==> src/rtl/shift_sequencer.sv <==
// Multi-cycle barrel-free shifter that produces the ARM-style second ALU operand
// (Val2) and shifter carry, moving at most BITS_PER_CYCLE bit positions per cycle.
module shift_sequencer #(
  parameter int BITS_PER_CYCLE = 1
) (
  input  logic        clk,
  input  logic        rst,
  input  logic        start,
  input  logic        flush,
  input  logic        memInst,
  input  logic        imm,
  input  logic        carryIn,
  input  logic [31:0] Val_Rm,
  input  logic [11:0] Shift_operand,
  output logic        busy,
  output logic        done,
  output logic [31:0] Val2,
  output logic        shift_carry
);

  typedef enum logic [1:0] {IDLE, SHIFT, DONE} state_t;
  typedef enum logic [1:0] {K_LSL, K_LSR, K_ASR, K_ROR} kind_t;

  localparam logic [4:0] STEP_MAX = 5'(BITS_PER_CYCLE);

  state_t      state_q, state_d;
  kind_t       kind_q, kind_d;
  logic [31:0] work_q, work_d;
  logic        carry_q, carry_d;
  logic [4:0]  rem_q, rem_d;

  logic        accept;
  logic [31:0] acc_work;
  kind_t       acc_kind;
  logic [4:0]  acc_n;

  logic [4:0]  step;
  logic [5:0]  lidx;
  logic [4:0]  ridx;
  logic [31:0] shifted;
  logic        shifted_out;

  // Operand decode for the three instruction forms; memInst wins over imm.
  always_comb begin
    acc_work = Val_Rm;
    acc_kind = kind_t'(Shift_operand[6:5]);
    acc_n    = Shift_operand[11:7];
    if (memInst) begin
      acc_work = {{20{Shift_operand[11]}}, Shift_operand};
      acc_kind = K_LSL;
      acc_n    = 5'd0;
    end else if (imm) begin
      acc_work = {24'd0, Shift_operand[7:0]};
      acc_kind = K_ROR;
      acc_n    = {Shift_operand[11:8], 1'b0};
    end
  end

  // One step of k positions; lidx/ridx locate the last bit pushed out.
  always_comb begin
    step        = (rem_q < STEP_MAX) ? rem_q : STEP_MAX;
    lidx        = 6'd32 - {1'b0, step};
    ridx        = step - 5'd1;
    shifted     = work_q;
    shifted_out = carry_q;
    case (kind_q)
      K_LSL: begin
        shifted     = work_q << step;
        shifted_out = work_q[lidx[4:0]];
      end
      K_LSR: begin
        shifted     = work_q >> step;
        shifted_out = work_q[ridx];
      end
      K_ASR: begin
        shifted     = 32'($signed(work_q) >>> step);
        shifted_out = work_q[ridx];
      end
      default: begin
        shifted     = (work_q >> step) | (work_q << lidx);
        shifted_out = shifted[31];
      end
    endcase
  end

  assign accept = start && (state_q != SHIFT);

  always_comb begin
    state_d = state_q;
    kind_d  = kind_q;
    work_d  = work_q;
    carry_d = carry_q;
    rem_d   = rem_q;
    if (flush) begin
      state_d = IDLE;
      work_d  = 32'd0;
      carry_d = 1'b0;
      rem_d   = 5'd0;
    end else if (accept) begin
      // Carry for a zero-length shift is the incoming C flag.
      work_d  = acc_work;
      kind_d  = acc_kind;
      rem_d   = acc_n;
      carry_d = carryIn;
      state_d = (acc_n == 5'd0) ? DONE : SHIFT;
    end else begin
      case (state_q)
        SHIFT: begin
          work_d  = shifted;
          carry_d = shifted_out;
          rem_d   = rem_q - step;
          if (rem_q == step) state_d = DONE;
        end
        DONE:    state_d = IDLE;
        default: state_d = IDLE;
      endcase
    end
  end

  always_ff @(posedge clk) begin
    if (rst) begin
      state_q <= IDLE;
      kind_q  <= K_LSL;
      work_q  <= 32'd0;
      carry_q <= 1'b0;
      rem_q   <= 5'd0;
    end else begin
      state_q <= state_d;
      kind_q  <= kind_d;
      work_q  <= work_d;
      carry_q <= carry_d;
      rem_q   <= rem_d;
    end
  end

  assign busy        = (state_q != IDLE);
  assign done        = (state_q == DONE);
  assign Val2        = work_q;
  assign shift_carry = carry_q;

endmodule

==> config.mk <==
export PLATFORM = sky130hd
export DESIGN_NAME = shift_sequencer
export DESIGN_NICKNAME = d
export VERILOG_FILES = /design/src/rtl/shift_sequencer.sv
export SDC_FILE = /design/constraint.sdc
export NUM_CORES = 1
export LEC_CHECK = 0
export CAP_MARGIN = 20
export CORE_MARGIN = 2
export CORE_UTILIZATION = 30
export CTS_CLUSTER_DIAMETER = 150
export DETAILED_ROUTE_END_ITERATION = 8
export DONT_BUFFER_PORTS = 1
export GPL_ROUTABILITY_DRIVEN = 0
export REMOVE_ABC_BUFFERS = 1
export SYNTH_ARGS = -nofsm -noshare
export SYNTH_HDL_FRONTEND = slang
export SYNTH_SLANG_ARGS = --single-unit
export TNS_END_PERCENT = 10
==> constraint.sdc <==
create_clock -name clk -period 2.7 [get_ports clk]
set_input_delay 0.54 -clock clk [delete_from_list [all_inputs] [get_ports clk]]
set_output_delay 0.54 -clock clk [all_outputs]
set_load 0.1 [all_outputs]
==> results of run 1 <==
## cell type report
| class | instances | area (µm²) |
|---|---|---|
| Fill cell | 1224 | 7350 |
| Multi-Input combinational cell | 368 | 2430 |
| Sequential cell | 42 | 841 |
| Timing Repair Buffer | 58 | 435 |
| Tap cell | 143 | 179 |
| Clock buffer | 6 | 129 |
| Inverter | 9 | 33.8 |
| Clock inverter | 2 | 13.8 |
## cell families (layout without fill, tap and decap cells)
logic type | Yosys count | in the layout | synth area share
compound gates | 195 | 195 | 0.382
fa+ha+maj | 7 | 7 | 0.0249
buf+inv | 58 | 75 | 0.0771
flops | 42 | 42 | 0.239
mux | 32 | 32 | 0.101
other cells | 1 | 1 | 0.00106
simple gates | 133 | 133 | 0.175
## timing repair
action | 4_1_cts | 5_1_grt
endpoints found under the setup margin | 0 | 1
setup buffers | 0 | 0
endpoints found under the hold margin | 0 | 0
resized for setup | 0 | 1
## layer usage
metal / track usage / up-vias / part of all wire
li1: - / 1816 / -
met1: 0.264 / 1780 / 0.41
met2: 0.312 / 206 / 0.46
met3: 0.0551 / 29 / 0.10
met4: 0.0618 / 0 / 0.025
met5: 0 / - / 0
## placed cells by master, fill, tap and decap left out, types with 2 or more instances in the layout
cell and instances:
nand3_1 6, inv_1 9, nand2_1 27, ha_1 7, nor2b_1 3, a31o_2 5
mux4_2 2, a2111oi_0 2, a221oi_1 19, mux2i_1 22, nand3b_1 2, nor3_1 19
a21oi_1 56, a311oi_1 2, o22ai_1 6, mux2_2 8, a221o_1 2, a211oi_1 10
o31ai_1 2, nor2_1 49, and2_1 4, o21ai_0 32, a32o_1 5, clkbuf_16 5
o221ai_1 6, nand2b_1 8, buf_4 58, dfxtp_1 42, o311ai_0 2, nor4_1 5
nor2b_2 3, a22o_1 9, a21o_1 5, a22oi_1 14, or2_2 2, o32ai_1 2
a31oi_1 2
## power by group through the flow
stage	registers (mW)	logic, mW	clock network, mW
floorplan	0.853	0.323	0
global route	0.687	0.713	0.635
detailed placement	0.695	0.662	0
CTS	0.682	0.664	0.608
global placement	0.695	0.657	0
finish	0.683	0.668	0.601
## synth_stat cells, drive strengths merged (2+ instances only)
cell / instances / area, µm²
dfxtp: 42 / 841
o221ai: 6 / 52.6
nor2b: 6 / 37.5
a311oi: 2 / 17.5
a221o: 2 / 20.0
mux2i: 22 / 220
o311ai: 2 / 17.5
nand3b: 2 / 15.0
nand2: 27 / 101
a32o: 5 / 50.1
a22o: 9 / 78.8
a2111oi: 3 / 32.5
a21oi: 57 / 289
a22oi: 14 / 105
mux2: 8 / 90.1
a31oi: 2 / 12.5
o22ai: 6 / 37.5
a211oi: 12 / 108
nand3: 6 / 30.0
and2: 4 / 25.0
o32ai: 2 / 17.5
o21ai: 33 / 169
a31o: 5 / 43.8
o31ai: 2 / 15.0
nor4: 6 / 37.5
nor3: 19 / 95.1
a21o: 5 / 37.5
nand2b: 8 / 50.1
mux4: 2 / 45.0
buf: 18 / 120
a221oi: 19 / 166
clkbuf: 31 / 118
inv: 9 / 33.8
ha: 7 / 87.6
or2: 2 / 12.5
nor2: 50 / 188
## worst max-delay path, cell delays in order, from the launching register on
cell	delay, ps
dfxtp_1	350
nor4_2	340
nand2b_1	110
inv_1	90
ha_1	260
buf_4	230
nand2b_1	180
a211oi_1	260
nor3_1	90
nor4_1	330
o311a_1	220
## registers in the layout (all words and copies together) (netlist names)
| signal | count |
|---|---|
| shift_carry | 1 |
| state_q | 2 |
| rem_q | 5 |
| Val2 | 32 |
| kind_q | 2 |
## path summary, 6_finish.rpt
check / endpoint / slack [ps] / depth (start not counted)
worst max-delay path: shift_carry / 180 / 10
worst min-delay path: kind_q[0] / 320 / 1
worst max register to register: shift_carry / 180 / 10
worst min register to register: Val2[17] / 480 / 1
==> impl_metrics.tcl, run 1 <==
set metrics [dict create \
    routed_wl_um 12700 \
    synth_area_mm2 0.00352 \
    ant_nets 0 \
    post_dp_cell_area_mm2 0.00392 \
    vdd_drop_max_uv 236 \
    drive_gt1_frac 0.192 \
    die_area_mm2 0.0126 \
    clkLatencyLatePin_ps 290 \
    clkPwrFrac 0.308 \
    place_ws_ps 221 \
    n_antenna_cell 0 \
    holdBufCountCts 0 \
    fin_cells 628 \
    final.period_utilization 0.933 \
    ys_warn_count 0 \
    port_buffers 0 \
    cts.path.max_buffers 2 \
    synth_cells 468 \
    p_int_mw 1.20 \
    setup_viol 0 \
    io-pin-count 86 \
    yosysUniqueCellTypes 58 \
    cts_tree "yes" \
    finalCriticalPeriod_ps 2520 \
    synth_edf_count 0 \
    rsz0062_at_grt "no" \
    fp.coreArea_mm2 0.0114 \
    cts_root_buf "clkbuf_16" \
    leakagePower_nw 1.52 \
    initial_core_util 0.309 \
    finalHoldViolations 0 \
    clock-sinks 42 \
    crit_required_ps 2930 \
    critPathCaptureType "flop" \
    drc 0 \
    worstPathArrival_ps 2750 \
    slew_headroom 0.399 \
    cp_max_fo 19 \
    cts.htree.levels 2 \
    drv_cap 0 \
    viasPerCell 6.10 \
    swShare 0.388 \
    startpoint_type "flop" \
    power.total_mw 1.95 \
    synth.yosys.seq_area_share 0.239 \
    hold_class "in2reg" \
    synth-main-ff-cell "dfxtp_1" \
    dp.cells 620 \
    clock.fmax_mhz 397 \
    p_switching_uw 756 \
    power_density_mw_per_mm2 480 \
    groute.usage.overall 0.198 \
    drt-initial-drc-count 377 \
    grt_pass1_wl_um 20100 \
    fp.dieW_um 112 \
    async_reset_ff_frac 0 \
    finalNetCount 542 \
    rows 39 \
    ys_ff_latch 42 \
    die_h_um 112 \
    cp-startpoint "rem_q[0]" \
    antenna_found_initial 0 \
    firstDrtPassIters 5 \
    seqPwrFrac 0.350 \
    tns_ps 0 \
    grt_pass1_vias 3661 \
    final_max_slew_viol_count 0 \
    skew_ps 5.02 \
    outcome "finished, final reports clean" \
    tightest_slew_ps 901 \
    fin_area_mm2 0.00406 \
    worst_hold_slack_ps 319 \
    path_class "reg2reg" \
    gr-total-overflow 0 \
    combPwrFrac 0.342 \
    cts_made_buffers 5 \
    wire_per_inst_um 20.3 \
    crit-reg2reg-launch "rem_q[0]" \
    clk_pin_slew_ps 60 \
    dpl.hpwl_um 9270 \
    syn_area_per_cell_um2 7.53 \
    grt_max_degree 49 \
    fin_util 0.356 \
    setup_ws_ps 181 \
    syn_to_final_growth_pct 15.3 \
    route.vias.total 3831 \
    min_from "rst" \
]
Power figures use the tool's default switching activity.
==> run 2, diff against run 1 <==
Settings changed: CORE_MARGIN 2 to default.
==> run 2 against run 1 <==
  * Cell area is 0.12% higher
  * First-iteration DRC count is 2.7% lower
  * Sequential power hardly changed
  * Register-to-register slack hardly changed
  * Clock power is 4.0% higher
  * Combinational power is 2% higher
  * Clock skew is 1.6 ps higher
  * Utilization hardly changed
  * Critical endpoint unchanged
  * Largest power group unchanged
==> impl_metrics.tcl, run 2 (synthesis gave the netlist of run 1 again) <==
set metrics [dict create \
    outcome "finished, final reports clean" \
    cp_cell_sequence "nor4_2 -> nand2b_1 -> inv_1 -> ha_1 -> buf_4 -> a2111oi_0 -> nor4_1 -> o311a_1" \
    dr_wl_met3_um 1310 \
    dpl.hpwl_um 9310 \
    cts.htree.levels 2 \
    viasPerCell 6.16 \
    clock.fmax_mhz 398 \
    cts_tree "yes" \
    clk_pin_slew_ps 70 \
    tns_ps 0 \
    final.period_utilization 0.931 \
    cp_max_fo 19 \
    n_antenna_cell 0 \
    firstDrtPassIters 5 \
    p_int_mw 1.22 \
    grt_max_degree 49 \
    critPathCaptureType "flop" \
    initial_core_util 0.309 \
    rsz0062_at_grt "no" \
    register_area_um2 841 \
    path_class "reg2reg" \
    top_layer "met4" \
    setup_viol 0 \
    clkPwrFrac 0.315 \
    antenna_found_initial 0 \
    crit_required_ps 2870 \
    multi_input_area_mm2 0.00243 \
    largest_reg_flops 32 \
    leakagePower_nw 1.53 \
    worstPathArrival_ps 2690 \
    fin_util 0.356 \
    routed_wl_um 13000 \
    cp_slowest_cell "a2111oi_0" \
    rows 39 \
    combPwrFrac 0.342 \
    cts.path.max_buffers 2 \
    skew_ps 6.59 \
    cts_root_buf "clkbuf_16" \
    gr-total-overflow 0 \
    vdd_drop_max_uv 254 \
    drv_cap 0 \
    fp.coreArea_mm2 0.0114 \
    groute.usage.overall 0.212 \
    routedLengthMet1_um 5390 \
    grt_pass1_vias 3670 \
    swShare 0.385 \
    cts_made_buffers 5 \
    fillCellCount 1213 \
    ant_nets 0 \
    drc 0 \
    clock-sinks 42 \
    drt-initial-drc-count 367 \
    layout_common_cells "buf_4 (58), a21oi_1 (56), nor2_1 (49), dfxtp_1 (42), o21ai_0 (32)" \
    route.vias.total 3869 \
    die_area_mm2 0.0122 \
    tightest_slew_ps 655 \
    syn_to_final_growth_pct 15.5 \
    finalNetCount 542 \
    finalHoldViolations 0 \
    final_common_cell "buf_4" \
    port_buffers 0 \
    p_switching_uw 763 \
    grt_pass1_wl_um 19700 \
    final_max_slew_viol_count 0 \
    hold_class "in2reg" \
    cpPeakStageDelay_ps 510 \
    io-pin-count 86 \
    fp.dieW_um 110 \
    startpoint_type "flop" \
    drive_gt1_frac 0.192 \
    die_h_um 110 \
    slew_headroom 0.562 \
    power_density_mw_per_mm2 488 \
    clkLatencyLatePin_ps 290 \
    finalCriticalPeriod_ps 2510 \
    seqPwrFrac 0.343 \
    route.met2.wl_um 5980 \
    wire_per_inst_um 20.7 \
]
[run 2: through the flow]
stage	power (mW)	cells	hold slack (ps)	cell area, µm²	setup WS [ps]
floorplan	1.18	419	514	3290	-1020
global placement	1.35	620	544	3920	345
detailed placement	1.36	620	555	3920	121
CTS	1.98	628	320	4060	116
global route	2.06	628	316	4070	24.5
finish	1.98	628	322	4070	186
[run 2: area by class of cell]
| type | instances | share of cell area |
|---|---|---|
| Timing Repair Buffer | 58 | 0.107 |
| Sequential cell | 42 | 0.207 |
| Multi-Input combinational cell | 368 | 0.598 |
| Tap cell | 143 | 0.0440 |
| Clock inverter | 1 | 0.00123 |
| Clock buffer | 7 | 0.0351 |
| Inverter | 9 | 0.00830 |
[run 2: worst paths after layout]
path / endpoint / slack, ps / start / depth (start not counted)
setup / recovery: shift_carry / 190 / rem_q[0] / 8
hold / removal: kind_q[1] / 320 / rst / 1
hold reg to reg: kind_q[0] / 560 / kind_q[0] / 2
setup reg to reg: shift_carry / 190 / rem_q[0] / 8
[run 2: power groups by stage]
stage,Clock [mW],Combinational [mW],Sequential (mW)
after floorplan,0,0.323,0.853
after global placement,0,0.659,0.693
final,0.625,0.679,0.681
after global routing,0.660,0.720,0.684
after CTS,0.631,0.671,0.679
after detailed placement,0,0.668,0.693
[run 2: what timing repair did]
item | CTS | global route
setup buffers | 0 | 0
setup endpoints to repair | 0 | 1
hold endpoints to repair | 0 | 0
resized for setup | 0 | 1
hold buffers | 0 | 0
[run 2: critical path, delay by kind of cell, from the launching register on]
| kind | cells | cell delay [ps] |
|---|---|---|
| AO/OA/AOI/OAI | 2 | 880 |
| AND/OR/NAND/NOR | 3 | 580 |
| flip-flops | 1 | 360 |
| buffers and inverters | 2 | 320 |
| adder cells (fa/ha/maj) | 1 | 260 |
[run 2: per-layer routing]
layer  GRT usage  vias to the layer above
met4      0.0733                        0
met1       0.273                     1828
met3      0.0641                       26
li1            -                     1805
met5           0                        -
met2       0.333                      210
==> run 3, diff against run 2 <==
Settings changed: PLACE_DENSITY_LB_ADDON from default to 0.15.
==> run 3 against run 2 <==
  * Die area did not move
  * Sequential cell count did not move
  * Final cell count rose by 0.16%
  * Global-route usage rose by 1.6 points
  * Hold slack got worse by 8.8 ps
  * Critical path depth rose by 1
  * First-iteration DRC count fell by 29%
  * Utilization rose by 0.099 points
  * Critical endpoint unchanged
  * Clock power rose by 2%
  * Via count fell by 1.6%
  * Fmax fell by 1.4%
  * Clock skew fell by 3.5 ps
==> impl_metrics.tcl, run 3 (synthesis gave the netlist of run 1 again) <==
set metrics [dict create \
    p_switching_uw 778 \
    register_area_um2 841 \
    clkPwrFrac 0.319 \
    clkLatencyLatePin_ps 290 \
    cpPeakStageDelay_ps 620 \
    largest_reg_flops 32 \
    wire_per_inst_um 21.5 \
    multi_input_area_mm2 0.00243 \
    final.period_utilization 0.945 \
    path_class "reg2reg" \
    seqPwrFrac 0.343 \
    groute.usage.overall 0.227 \
    n_antenna_cell 0 \
    fillCellCount 1243 \
    cts.htree.levels 2 \
    p_int_mw 1.22 \
    setup_ws_ps 149 \
    drv_cap 0 \
    post_dp_cell_area_mm2 0.00392 \
    swShare 0.389 \
    leakagePower_nw 1.53 \
    cp.depth 9 \
    place_ws_ps 285 \
    layout_common_cells "buf_4 (59), a21oi_1 (56), nor2_1 (49), dfxtp_1 (42), o21ai_0 (32)" \
    combPwrFrac 0.338 \
    rows 39 \
    rsz0062_at_grt "no" \
    slew_headroom 0.555 \
    gr-total-overflow 0 \
    finalNetCount 543 \
    reg2reg_slack_ps 150 \
    initial_core_util 0.309 \
    finalHoldViolations 0 \
    firstDrtPassIters 5 \
    min_from "rst" \
    route.vias.total 3808 \
    grt_pass1_vias 3689 \
    fp.dieW_um 110 \
    skew_ps 3.14 \
    die_area_mm2 0.0122 \
    cts_made_buffers 5 \
    routed_wl_um 13500 \
    die_h_um 110 \
    cts_setup_buffers 0 \
    hold_class "in2reg" \
    worstRegToRegCells 9 \
    timing.critical_path.to "shift_carry" \
    power_density_mw_per_mm2 489 \
    clk_pin_slew_ps 70 \
    grt_pass1_wl_um 20800 \
    fp.coreArea_mm2 0.0114 \
    fin_area_mm2 0.00408 \
    worstPathArrival_ps 2780 \
    clock-sinks 42 \
    clock.fmax_mhz 392 \
    final_common_cell "buf_4" \
    crit-reg2reg-launch "rem_q[0]" \
    port_buffers 0 \
    cp_cell_sequence "nor4_2 -> nand2b_1 -> inv_1 -> ha_1 -> buf_4 -> a2111oi_0 -> o21ai_0 -> o211ai_1 -> o311a_1" \
    cts_tree "yes" \
    startpoint_type "flop" \
    dpl.hpwl_um 9710 \
    drc 0 \
    drive_gt1_frac 0.195 \
    cp_slowest_cell "a2111oi_0" \
    cp_num_buf_inv 2 \
    ant_nets 0 \
    crit_required_ps 2930 \
    cts.path.max_buffers 2 \
    cp-startpoint "rem_q[0]" \
    grt_max_degree 49 \
    tightest_slew_ps 650 \
    drt-initial-drc-count 262 \
    antenna_found_initial 0 \
    outcome "finished, final reports clean" \
    final_max_slew_viol_count 0 \
    finalCriticalPeriod_ps 2550 \
    cp_max_fo 30 \
    setup_viol 0 \
    critPathCaptureType "flop" \
    syn_to_final_growth_pct 15.8 \
    io-pin-count 86 \
    cts_root_buf "clkbuf_16" \
    viasPerCell 6.05 \
    crit-reg2reg-capture "shift_carry" \
    cp_top_family "compound AO/OA/AOI/OAI gates" \
    vdd_drop_max_uv 235 \
]
==> run 3: cell type report <==
class	instances	area share
tap	143	0.0439
inverter	9	0.00828
sequential	42	0.206
multi-input combinational	368	0.596
clock buffer	6	0.0340
clock inverter	2	0.00307
timing repair buffer	59	0.109
==> run 3: per-layer routing <==
| layer | track usage | wire, µm | up-vias |
|---|---|---|---|
| met5 | 0 | 0 | - |
| met4 | 0.0611 | 132 | 0 |
| met3 | 0.0417 | 951 | 12 |
| met2 | 0.368 | 6120 | 141 |
| met1 | 0.309 | 6320 | 1841 |
| li1 | - | - | 1814 |
==> run 3: metrics by stage <==
stage | total power [mW] | utilization | cells | hold WS, ps | setup TNS (ps)
floorplan | 1.18 | - | 419 | 514 | -18550
global placement | 1.36 | 0.344 | 621 | 543 | 0
detailed placement | 1.37 | 0.344 | 621 | 555 | 0
CTS | 2.01 | 0.357 | 629 | 310 | 0
global route | 2.08 | 0.357 | 629 | 309 | 0
finish | 2.00 | 0.357 | 629 | 313 | 0
==> run 3: worst min-delay path by stage <==
stage           endpoint  slack [ps]  cells past startpoint
2_1_floorplan  kind_q[1]         510                      2
3_3_place_gp   kind_q[1]         540                      2
3_5_place_dp   kind_q[1]         550                      2
4_1_cts        kind_q[0]         310                      1
5_1_grt        kind_q[0]         310                      1
6_report       kind_q[0]         310                      1
==> run 3: timing repair <==
action	CTS	global route
setup endpoints to repair	0	1
gates resized for setup	0	1
hold buffers	0	0
==> run 3: power by group through the flow <==
stage / Clock, mW / Sequential, mW / Combinational [mW]
detailed placement: 0 / 0.698 / 0.670
finish: 0.637 / 0.685 / 0.674
CTS: 0.649 / 0.685 / 0.673
global route: 0.667 / 0.689 / 0.723
floorplan: 0 / 0.853 / 0.323
global placement: 0 / 0.699 / 0.666
